<file path="src/rtl/crap_round_ctrl_if.sv">
// crap_round_ctrl_if: dice inputs, roll enable, display and indicator signals of the craps round sequencer
interface crap_round_ctrl_if;
  logic [3:0] dice1, dice2, sum, point;
  logic roll_en, sum_valid, point_valid, Press, Win, Loose, dice_err;
  modport master(
    input dice1, dice2,
    output roll_en, sum, sum_valid, point, point_valid, Press, Win, Loose, dice_err
  );
  modport slave(
    output dice1, dice2,
    input roll_en, sum, sum_valid, point, point_valid, Press, Win, Loose, dice_err
  );
endinterface

</file>
<file path="src/rtl/crap_round_ctrl.sv">
// crap_round_ctrl: debounced-button craps round sequencer driving dice roll enable, sum/point display and Win/Loose/Press
module crap_round_ctrl #(
  parameter int DEBOUNCE_CYCLES = 4,
  parameter int ROLL_MIN = 8
) (
  input logic clk,
  input logic reset,
  input logic btn,
  crap_round_ctrl_if.master bus
);
  typedef enum logic [2:0] {IDLE, ROLL, LATCH, EVAL, POINT_WAIT, DONE_WIN, DONE_LOSE} state_t;
  localparam int DW = $clog2(DEBOUNCE_CYCLES + 1);
  localparam int RW = $clog2(ROLL_MIN + 1);
  state_t state, state_n;
  logic s1, s2, btn_db, btn_dq, press, bad, roll_done, win_co, lose_co;
  logic err, sum_v, point_v;
  logic [DW-1:0] db_cnt;
  logic [RW-1:0] roll_cnt;
  logic [3:0] sum_q, point_q;
  assign press = btn_db & ~btn_dq;
  assign bad = bus.dice1 == 4'd0 || bus.dice1 > 4'd6 || bus.dice2 == 4'd0 || bus.dice2 > 4'd6;
  assign roll_done = roll_cnt >= RW'(ROLL_MIN - 1);
  assign win_co = sum_q == 4'd7 || sum_q == 4'd11;
  assign lose_co = sum_q == 4'd2 || sum_q == 4'd3 || sum_q == 4'd12;
  always_ff @(posedge clk) state <= !reset ? IDLE : state_n;
  always_comb begin
    state_n = state;
    case (state)
      IDLE, POINT_WAIT, DONE_WIN, DONE_LOSE: state_n = press ? ROLL : state;
      ROLL: state_n = roll_done && !btn_db ? LATCH : ROLL;
      LATCH: state_n = bad ? ROLL : EVAL;
      EVAL: state_n = !point_v ? (win_co ? DONE_WIN : lose_co ? DONE_LOSE : POINT_WAIT)
                               : (sum_q == point_q ? DONE_WIN : sum_q == 4'd7 ? DONE_LOSE : POINT_WAIT);
      default: state_n = IDLE;
    endcase
  end
  always_ff @(posedge clk) begin
    if (!reset) begin
      s1 <= 1'b0;
      s2 <= 1'b0;
      btn_db <= 1'b0;
      btn_dq <= 1'b0;
      db_cnt <= '0;
      roll_cnt <= '0;
      err <= 1'b0;
      sum_q <= '0;
      sum_v <= 1'b0;
      point_q <= '0;
      point_v <= 1'b0;
    end else begin
      s1 <= btn;
      s2 <= s1;
      btn_dq <= btn_db;
      if (s2 == btn_db) db_cnt <= '0;
      else if (db_cnt == DW'(DEBOUNCE_CYCLES - 1)) begin
        db_cnt <= '0;
        btn_db <= ~btn_db;
      end else db_cnt <= db_cnt + DW'(1);
      roll_cnt <= state != ROLL ? '0 : roll_cnt == RW'(ROLL_MIN) ? roll_cnt : roll_cnt + RW'(1);
      err <= state == LATCH && bad;
      if (state == LATCH) sum_q <= bus.dice1 + bus.dice2;
      sum_v <= state == LATCH ? ~bad : (state != ROLL && state_n == ROLL) ? 1'b0 : sum_v;
      if (state == EVAL && !point_v && state_n == POINT_WAIT) begin
        point_q <= sum_q;
        point_v <= 1'b1;
      end else if ((state == DONE_WIN || state == DONE_LOSE) && press) point_v <= 1'b0;
    end
  end
  assign bus.roll_en = state == ROLL;
  assign bus.Press = state == IDLE || state == POINT_WAIT;
  assign bus.Win = state == DONE_WIN;
  assign bus.Loose = state == DONE_LOSE;
  assign bus.sum = sum_q;
  assign bus.sum_valid = sum_v;
  assign bus.point = point_q;
  assign bus.point_valid = point_v;
  assign bus.dice_err = err;
endmodule

</file>
<file path="src/flat_wrapper.sv">
// flat-port wrapper written by rule: the top's interface ports become plain ports
module crap_round_ctrl_flat 
#(
  parameter int DEBOUNCE_CYCLES = 4,
  parameter int ROLL_MIN = 8
)
  (clk, reset, btn, bus_dice1, bus_dice2, bus_roll_en, bus_sum, bus_sum_valid, bus_point, bus_point_valid, bus_Press, bus_Win, bus_Loose, bus_dice_err);
  crap_round_ctrl_if bus_i ();
  input logic clk;
  input logic reset;
  input logic btn;
  input wire logic [$bits(bus_i.dice1)-1:0] bus_dice1;
  input wire logic [$bits(bus_i.dice2)-1:0] bus_dice2;
  output wire logic [$bits(bus_i.roll_en)-1:0] bus_roll_en;
  output wire logic [$bits(bus_i.sum)-1:0] bus_sum;
  output wire logic [$bits(bus_i.sum_valid)-1:0] bus_sum_valid;
  output wire logic [$bits(bus_i.point)-1:0] bus_point;
  output wire logic [$bits(bus_i.point_valid)-1:0] bus_point_valid;
  output wire logic [$bits(bus_i.Press)-1:0] bus_Press;
  output wire logic [$bits(bus_i.Win)-1:0] bus_Win;
  output wire logic [$bits(bus_i.Loose)-1:0] bus_Loose;
  output wire logic [$bits(bus_i.dice_err)-1:0] bus_dice_err;
  assign bus_i.dice1 = bus_dice1;
  assign bus_i.dice2 = bus_dice2;
  assign bus_roll_en = bus_i.roll_en;
  assign bus_sum = bus_i.sum;
  assign bus_sum_valid = bus_i.sum_valid;
  assign bus_point = bus_i.point;
  assign bus_point_valid = bus_i.point_valid;
  assign bus_Press = bus_i.Press;
  assign bus_Win = bus_i.Win;
  assign bus_Loose = bus_i.Loose;
  assign bus_dice_err = bus_i.dice_err;
  crap_round_ctrl #(.DEBOUNCE_CYCLES(DEBOUNCE_CYCLES), .ROLL_MIN(ROLL_MIN)) u_core (.clk(clk), .reset(reset), .btn(btn), .bus(bus_i));
endmodule
</file>
<file path="config.mk">
export PLATFORM = sky130hd
export DESIGN_NAME = crap_round_ctrl_flat
export DESIGN_NICKNAME = d
export VERILOG_FILES = /design/src/rtl/crap_round_ctrl_if.sv /design/src/rtl/crap_round_ctrl.sv /design/src/flat_wrapper.sv
export SDC_FILE = /design/constraint.sdc
export NUM_CORES = 1
export LEC_CHECK = 0
export BUFFER_PORTS_ARGS = -buffer_cell sky130_fd_sc_hd__buf_2
export CAP_MARGIN = 15
export CORE_MARGIN = 4
export CORE_UTILIZATION = 49
export CTS_CLUSTER_DIAMETER = 150
export DETAILED_ROUTE_END_ITERATION = 7
export PLACE_DENSITY = 0.75
export REMOVE_ABC_BUFFERS = 1
export SYNTH_ARGS = -nofsm -noshare
export SYNTH_HDL_FRONTEND = slang
export SYNTH_SLANG_ARGS = --single-unit
</file>
<file path="constraint.sdc">
create_clock -name clk -period 1.4 [get_ports clk]
set_input_delay 0.14 -clock clk [delete_from_list [all_inputs] [get_ports clk]]
set_output_delay 0.14 -clock clk [all_outputs]
set_load 0.05 [all_outputs]
</file>
* Yosys cells after proc, flatten, opt, wreduce, memory -nomap -nowiden *
Cells that the tools add are included.

storage, ports and cells
  bits in registers = 25
  input port bits = 11
  output and inout bits = 15
  memory bits (writable) = 0
  memories = 0
  memory bits (read-only) = 0
  bits in latches = 0

operators by class
  shifts and indexed selects = 0
  mux-type cells = 13
  add/sub/neg operators = 3
  eq/ne operators = 18
  $lt $le $gt $ge = 3
  multiply operators = 0
  reductions and logical operators = 25
  divide/modulo/power cells = 0
  bitwise gates (word level) = 6

operator list
  operator               number
  $eq A3 B3 Y1 const B   4
  $eq A4 B4 Y1 const B   3
  $mux W3                4
  $pmux W3 S4            1
  $eq A3 B2 Y1 const B   3
  $eq A4 B2 Y1 const B   2
  $gt A4 B3 Y1 const B   2
  $logic_not A4 Y1       2
  $logic_or A1 B1 Y1     8
  $mux W2                4
  $eq A3 B1 Y1 const B   2
  $logic_and A1 B1 Y1    6
  $not A1 Y1             5
  $add A4 B1 Y4 const B  1
  $add A4 B4 Y4          1
  $eq A4 B3 Y1 const B   1
  $eq A4 B4 Y1           1
  $ge A4 B3 Y1 const B   1
  $mux W1                4
  $reduce_bool A2 Y1     2
  $reduce_or A4 Y1       1
  $add A3 B1 Y3 const B  1
  $logic_not A3 Y1       1
  $ne A3 B1 Y1 const B   1
  other kinds (6)        7

* Logic depth before layout (Yosys ltp) *
Gate-level depths: netlist of run 1.

  word-level depth = 11
  depth in mapped cells = 6
  mapped depth without buffers = 6

* Least setup slack after synthesis of run 1 *
OpenSTA, ideal clock, no wires.

  path kind = register to register
  start point = reg u_core.state[0]
  end point = reg u_core.roll_cnt[1]
  path slack = -0.858 ns
  data required time = 1.325 ns
  cell stages (with the launch flop) = 6
  arrival = 2.183 ns
  path buffers = 1
  setup time = 0.075 ns
  cell sequence = dfxtp_1 > buf_2 > inv_1 > nor3_1 > nand2_1 > a21oi_1

between the ends
  cells in the longest elaborated chain, start to end = 2

ends and longest elaborated chain
  element                     RTL line               RTL
  start: declaration          crap_round_ctrl.sv:14  state_t state, state_n;
  start signal: assignment    crap_round_ctrl.sv:25  always_ff @(posedge clk) state <= !reset ? IDLE : state_n;
  $ne A3 B1 Y1                crap_round_ctrl.sv:59  roll_cnt <= state != ROLL ? '0 : roll_cnt == RW'(ROLL_MIN) ? roll_cnt : roll_cnt + RW'(1);
  $reduce_or A2 Y1 (no line)  -
  end signal: assignment      crap_round_ctrl.sv:59
  end: declaration            crap_round_ctrl.sv:18  logic [RW-1:0] roll_cnt;

No other way between the ends.
A chain may end at the register's enable or synchronous reset.

* Worst setup path in the final report of run 1 *
  start point = reg u_core.sum_q[3] (netlist: u_core.bus.sum[3])
  end point = reg u_core.state[1]

between the ends
  cells in the longest elaborated chain, start to end = 7
  elaborated cells between the ends (all ways) = 15
  classes of those cells = 6 x eq/ne; 6 x mux; 3 x reduce/logical

ends and longest elaborated chain
  element                           RTL line               RTL
  start: declaration                crap_round_ctrl.sv:19  logic [3:0] sum_q, point_q;
  start signal: assignment          crap_round_ctrl.sv:61  if (state == LATCH) sum_q <= bus.dice1 + bus.dice2;
  $eq A4 B2 Y1                      crap_round_ctrl.sv:24  assign lose_co = sum_q == 4'd2 || sum_q == 4'd3 || sum_q == 4'd12;
  $logic_or A1 B1 Y1 (2 in series)  crap_round_ctrl.sv:24
  $mux W2                           crap_round_ctrl.sv:32  EVAL: state_n = !point_v ? (win_co ? DONE_WIN : lose_co ? DONE_LOSE : POINT_WAIT)
  $mux W3                           crap_round_ctrl.sv:32
  $mux W3 (*)                       crap_round_ctrl.sv:32
  $pmux W3 S4 (*)                   crap_round_ctrl.sv:28  case (state)

Every way passes the cells marked *; elsewhere a longest branch is shown, timed or not.

==> flow_metrics.env, run 1 <==
export IMPL_status="finished, violations left"
export IMPL_failed_checks="setup timing"
export IMPL_cts_root_buf="clkbuf_4"
export IMPL_rr_worst_depth=5
export IMPL_cts_buffers=3
export IMPL_place_inst=221
export IMPL_io_buffers=25
export IMPL_final_cell_mix="buf_2, buf_4, dfxtp_1"
export IMPL_p_switching_w=0.000271
export IMPL_whs_ns=0.107
export IMPL_max_cap_violations=0
export IMPL_p_clk_share_pct=29.9
export IMPL_cts_sinks=25
export IMPL_p_leak_nw=0.793
export IMPL_postSynthAreaPerCell_um2=8.77
export IMPL_synthDistinctLibCells=41
export IMPL_place_congestion=0.851
export IMPL_clkTransAtPathRegs_ns=0.15
export IMPL_grt_usage_pct=18.0
export IMPL_max_freq_ghz=0.666
export IMPL_initial_core_util_pct=53.3
export IMPL_layout_drive_gt1_share_pct=38.1
export IMPL_grt_pass1_wl_mm=5.11
export IMPL_ir_worst_vdd_v=0.000664
export IMPL_hold_class="input pin to register"
export IMPL_sw_frac_of_total_pct=24.0
export IMPL_hold_viol_final=0
export IMPL_antenna_cells=0
export IMPL_drc=0
export IMPL_r2r_slack_ns=-0.10
export IMPL_seq_power_share_pct=63.0
export IMPL_yosysSeqAreaShare_pct=36.6
export IMPL_worst_pin_slew_ns=0.371
export IMPL_crit_path_max_fanout=8
export IMPL_core_area_um2=2570
export IMPL_die_area_um2=3700
export IMPL_grt_pass1_vias=1213
export IMPL_final_antenna_net_count=0
export IMPL_timing_final_crit_share_pct=107
export IMPL_critPathCaptureType="register"
export IMPL_crit_type="register to register"
export IMPL_first_pass_iters=4
export IMPL_final_common_cell="buf_2"
export IMPL_grt_max_degree=16
export IMPL_synth_area_um2=1370
export IMPL_synth_seq_cells=25
export IMPL_p_int_w=0.000857
export IMPL_rr_endpoint="u_core.state[1]$_SDFF_PN0_"
export IMPL_drv_slew=0
export IMPL_arrival_ns=1.77
export IMPL_clockBufferDepth=2
export IMPL_die_h_um=60.9
export IMPL_final_util_pct=71.7
export IMPL_pwr_share_comb_pct=7.1
export IMPL_setup_ws_ns=-0.101
export IMPL_tns_ns=-0.169
export IMPL_drt_iter0_markers=35
export IMPL_cts_tree="built"
export IMPL_r2r_start="u_core.bus.sum[3]$_SDFFE_PN0N_"
export IMPL_min_to="u_core.state[1]$_SDFF_PN0_"
export IMPL_antenna_found_initial=0
export IMPL_layout_nets=222
export IMPL_htreeDepth=1
export IMPL_synthCells=156
export IMPL_clkLatencyLatePin_ns=0.32
export IMPL_viasPerCell=5.53
export IMPL_place_ws_ns=-0.0803
export IMPL_ios=26
export IMPL_cp_start_kind="register"
export IMPL_wl_per_cell_um=14.1
export IMPL_finalSetupViolations=3
export IMPL_final_cells=232
export IMPL_fillers=199
export IMPL_powerDensity_nw_per_um2=613
export IMPL_cp_required_ns=1.67
export IMPL_max_slew_margin_rel_pct=75.1
export IMPL_rsz0062_at_grt="yes"
export IMPL_min_delay_start="reset"
export IMPL_finClkSkew_ns=0.00799
export IMPL_finalWirelength_mm=3.28
export IMPL_fp_dieW_um=60.9
export IMPL_dp_hpwl_mm=2.20
export IMPL_vias=1284
export IMPL_min_path_cells=2
export IMPL_gr_total_overflow=0
export IMPL_fin_crit_ns=1.50
export IMPL_rows=18
export IMPL_ys_warn_count=0
export IMPL_area_growth_pct=34.6
## Yosys cell counts (all sizes together)
master | number | area share (%)
o32ai | 1 | 0.64
nor3 | 5 | 1.8
o32a | 1 | 0.82
and3 | 1 | 0.46
o31ai | 1 | 0.55
a21oi | 11 | 4.0
o2bb2ai | 1 | 0.64
mux2i | 3 | 2.2
a211oi | 2 | 1.1
nor3b | 3 | 2.8
nand2 | 8 | 2.2
nor2b | 4 | 1.8
xor2 | 6 | 4.4
a21o | 1 | 0.55
dfxtp | 25 | 37
o41a | 1 | 0.82
nor4 | 2 | 2.0
buf | 6 | 2.6
and2 | 4 | 1.8
xnor2 | 6 | 3.8
nand3 | 10 | 3.7
nand2b | 3 | 1.4
a22oi | 1 | 0.55
or3 | 2 | 0.91
or4 | 1 | 0.55
and4bb | 1 | 0.91
fa | 1 | 1.5
o21a | 1 | 0.55
o21ai | 9 | 3.3
nor2 | 16 | 4.4
nand3b | 2 | 1.1
a32o | 1 | 0.73
inv | 9 | 2.5
ha | 7 | 6.4
## power groups by stage
stage | combinational [W] | clock, W | sequential (W)
after CTS | 0.0000796 | 0.000344 | 0.000711
final | 0.0000804 | 0.000337 | 0.000711
after global routing | 0.0000910 | 0.000389 | 0.000712
after floorplan | 0.0000444 | 0 | 0.000732
after detailed placement | 0.0000792 | 0 | 0.000732
after global placement | 0.0000750 | 0 | 0.000732
## how the worst max path moves through the flow
stage | from | endpoint | cells after the start
finish | u_core.bus.sum[3]$_SDFFE_PN0N_ | u_core.state[1]$_SDFF_PN0_ | 5
floorplan | u_core.state[0]$_SDFF_PN0_ | u_core.roll_cnt[1]$_SDFFE_PP0P_ | 4
detailed placement | u_core.roll_cnt[0]$_SDFFE_PP0P_ | u_core.state[1]$_SDFF_PN0_ | 5
global route | u_core.bus.sum[2]$_SDFFE_PN0N_ | u_core.bus.point[3]$_SDFFE_PN0P_ | 5
global placement | u_core.roll_cnt[0]$_SDFFE_PP0P_ | u_core.state[1]$_SDFF_PN0_ | 5
CTS | u_core.state[1]$_SDFF_PN0_ | bus_roll_en | 3
## area by class of cell
type	instances	area, um^2	area share (%)
multi-input combinational	116	872	47.4
sequential	25	518	28.1
timing repair buffer	48	345	18.7
inverter	9	38.8	2.11
tap	30	37.5	2.04
clock buffer	3	22.5	1.22
clock inverter	1	7.51	0.408
## worst max-delay path, stage by stage (launching register included)
cell and delay [ns]:
dfxtp_2 0.38, buf_4 0.16, nand2_1 0.11, o32a_4 0.36
nor3_1 0.25, o41a_1 0.20
## repair_timing
item,CTS,global route
hold buffers,0,1
setup endpoints to repair,9,14
gates resized for setup,22,19
hold endpoints to repair,0,1
buffers inserted,5,1
pin swaps,4,4
## stage by stage
step                cell area (um^2)  power (W)
floorplan                       1330   0.000776
global placement                1620   0.000807
detailed placement              1620   0.000811
CTS                             1750    0.00113
global route                    1840    0.00119
finish                          1840    0.00113
## cell families (layout without fill, tap and decap cells)
logic type / count (synthesis) / count (layout) / synth area share (%)
flip-flops: 25 / 25 / 36.6
AND/OR/NAND/NOR: 62 / 62 / 25.9
AO/OA/AOI/OAI: 31 / 31 / 14.3
multiplexers: 3 / 3 / 2.19
buffers and inverters: 15 / 61 / 5.03
adder cells (fa/ha/maj): 8 / 8 / 7.86
XOR/XNOR: 12 / 12 / 8.23
## layer usage
layer	vias up	GRT usage (%)	wire, um
met1	602	22.5	1390
met5	-	0	0
met3	4	1.91	172
li1	638	-	-
met2	40	32.4	1680
met4	0	5.57	32
## state kept, by name (all words and copies together), names as in the netlist
signal,flops
u_core.bus.point,4
u_core.bus.point_valid,1
u_core.btn_db,1
u_core.s2,1
u_core.s1,1
u_core.roll_cnt,4
u_core.bus.dice_err,1
u_core.btn_dq,1
u_core.bus.sum,4
u_core.state,3
u_core.db_cnt,3
u_core.bus.sum_valid,1
Note: power is estimated with default switching activity, not from simulation.
==> inputs of run 2 (changes only) <==
PLACE_DENSITY = 0.79   (was 0.75)
==> flow_metrics.env, run 2 (synthesized netlist as in run 1, its figures left out) <==
export IMPL_cp_required_ns=1.62
export IMPL_clkTransAtPathRegs_ns=0.14
export IMPL_wl_per_cell_um=17.2
export IMPL_initial_core_util_pct=53.3
export IMPL_r2r_slack_ns=-0.03
export IMPL_final_antenna_net_count=0
export IMPL_gr_total_overflow=0
export IMPL_timing_final_crit_share_pct=102
export IMPL_antenna_found_initial=0
export IMPL_finClkSkew_ns=0.00554
export IMPL_sw_frac_of_total_pct=23.9
export IMPL_ios=26
export IMPL_grt_pass1_wl_mm=5.12
export IMPL_layout_nets=220
export IMPL_crit_type="register to register"
export IMPL_crit_path_max_fanout=6
export IMPL_dp_hpwl_mm=2.26
export IMPL_arrival_ns=1.65
export IMPL_fin_crit_ns=1.43
export IMPL_p_clk_share_pct=29.8
export IMPL_worst_pin_slew_ns=0.301
export IMPL_holdBufCountCts=0
export IMPL_hold_class="input pin to register"
export IMPL_final_util_pct=72.7
export IMPL_pwr_share_comb_pct=7.2
export IMPL_max_slew_margin_rel_pct=79.9
export IMPL_clkLatencyLatePin_ns=0.33
export IMPL_clockBufferDepth=2
export IMPL_max_freq_ghz=0.698
export IMPL_ir_worst_vdd_v=0.000735
export IMPL_critPathCaptureType="register"
export IMPL_core_area_um2=2570
export IMPL_cp_num_buf_inv=1
export IMPL_cp_start_kind="register"
export IMPL_die_h_um=60.9
export IMPL_failed_checks="DRC, setup timing"
export IMPL_drt_iter0_markers=55
export IMPL_final_common_cell="buf_2"
export IMPL_fillers=197
export IMPL_drc=1
export IMPL_seqCellArea_um2=523
export IMPL_whs_ns=0.0178
export IMPL_htreeDepth=1
export IMPL_io_buffers=25
export IMPL_finalWirelength_mm=3.95
export IMPL_place_congestion=0.873
export IMPL_critical_path_top_delay_family="compound AO/OA/AOI/OAI gates"
export IMPL_vias=1334
export IMPL_stdcell_area_um2=1870
export IMPL_grt_max_degree=14
export IMPL_setup_ws_ns=-0.0321
export IMPL_p_switching_w=0.000269
export IMPL_finalSetupViolations=3
export IMPL_critPathMaxStageDelay_ns=0.40
export IMPL_fp_dieW_um=60.9
export IMPL_crit_slowest_cell="o41a_1"
export IMPL_grt_pass1_vias=1177
export IMPL_die_area_um2=3700
export IMPL_critical_path_cell_chain="buf_4 -> nand2b_4 -> o32a_4 -> nor3_2 -> o41a_1"
export IMPL_powerDensity_nw_per_um2=603
export IMPL_first_pass_iters=6
export IMPL_max_cap_violations=0
export IMPL_antenna_cells=0
export IMPL_layout_drive_gt1_share_pct=40.5
export IMPL_status="finished, violations left"
export IMPL_seq_power_share_pct=63.0
export IMPL_cts_root_buf="clkbuf_4"
export IMPL_cts_sinks=25
export IMPL_min_to="u_core.s1$_SDFF_PN0_"
export IMPL_final_cell_mix="buf_2, buf_4, dfxtp_1"
export IMPL_cts_buffers=3
export IMPL_rr_worst_depth=5
export IMPL_drv_slew=0
export IMPL_rr_endpoint="u_core.state[1]$_SDFF_PN0_"
export IMPL_min_path_cells=2
export IMPL_grt_usage_pct=18.6
export IMPL_rows=18
export IMPL_p_int_w=0.000856
export IMPL_placed_cell_area_um2=1620
export IMPL_cts_tree="built"
export IMPL_r2r_start="u_core.bus.sum[1]$_SDFFE_PN0N_"
export IMPL_multi_input_area_um2=918
export IMPL_hold_viol_final=0
export IMPL_min_delay_start="btn"
export IMPL_rsz0062_at_grt="yes"
export IMPL_viasPerCell=5.80
export IMPL_p_leak_nw=0.775
export IMPL_area_growth_pct=36.4
==> run 2: worst register-to-register path: stages (launching register included) <==
cell and delay, ns:
dfxtp_4 0.39, buf_4 0.17, nand2b_4 0.09, o32a_4 0.21
nor3_2 0.06, o41a_1 0.40
==> run 2: stage by stage <==
step                cells  setup slack (ns)   TNS, ns  total power, W
CTS                   226          -0.00372  -0.00372         0.00113
finish                230           -0.0321   -0.0708         0.00113
global route          230           -0.0883    -0.253         0.00117
global placement      220           -0.0384   -0.0384        0.000806
floorplan             150            -0.903     -6.68        0.000776
detailed placement    220           -0.0785    -0.277        0.000811
==> run 2: routing by layer <==
layer | GRT usage (%) | wire (um) | vias up
met3 | 3.40 | 178 | 14
met4 | 8.67 | 108 | 0
li1 | - | - | 629
met1 | 22.8 | 1640 | 642
met5 | 0 | 0 | -
met2 | 31.3 | 2030 | 49
==> run 2: area by class of cell <==
cell class                      count  area share [%]
Timing Repair Buffer               46            17.6
Clock buffer                        4            1.41
Inverter                            9            1.81
Tap cell                           30            2.01
Multi-Input combinational cell    116            49.2
Sequential cell                    25            28.0
==> run 2: timing repair <==
item	in CTS	in global routing
buffers inserted	2	4
gates cloned	0	0
resized for setup	24	25
pin swaps	5	9
setup endpoints to repair	9	12
==> run 2: power groups by stage <==
stage	registers [W]	clock network, W	logic [W]
floorplan	0.000732	0	0.0000444
global placement	0.000732	0	0.0000742
detailed placement	0.000732	0	0.0000784
CTS	0.000710	0.000341	0.0000788
global route	0.000709	0.000367	0.0000902
finish	0.000708	0.000336	0.0000811
==> run 2: worst max-delay path by stage <==
stage	from	to	cells after the start
2_1_floorplan	u_core.state[0]$_SDFF_PN0_	u_core.roll_cnt[1]$_SDFFE_PP0P_	4
3_3_place_gp	u_core.roll_cnt[0]$_SDFFE_PP0P_	u_core.state[1]$_SDFF_PN0_	5
3_5_place_dp	u_core.bus.sum[3]$_SDFFE_PN0N_	u_core.bus.point[2]$_SDFFE_PN0P_	5
4_1_cts	u_core.state[1]$_SDFF_PN0_	bus_Loose	3
5_1_grt	u_core.state[0]$_SDFF_PN0_	bus_roll_en	3
6_report	u_core.bus.sum[1]$_SDFFE_PN0N_	u_core.state[1]$_SDFF_PN0_	5
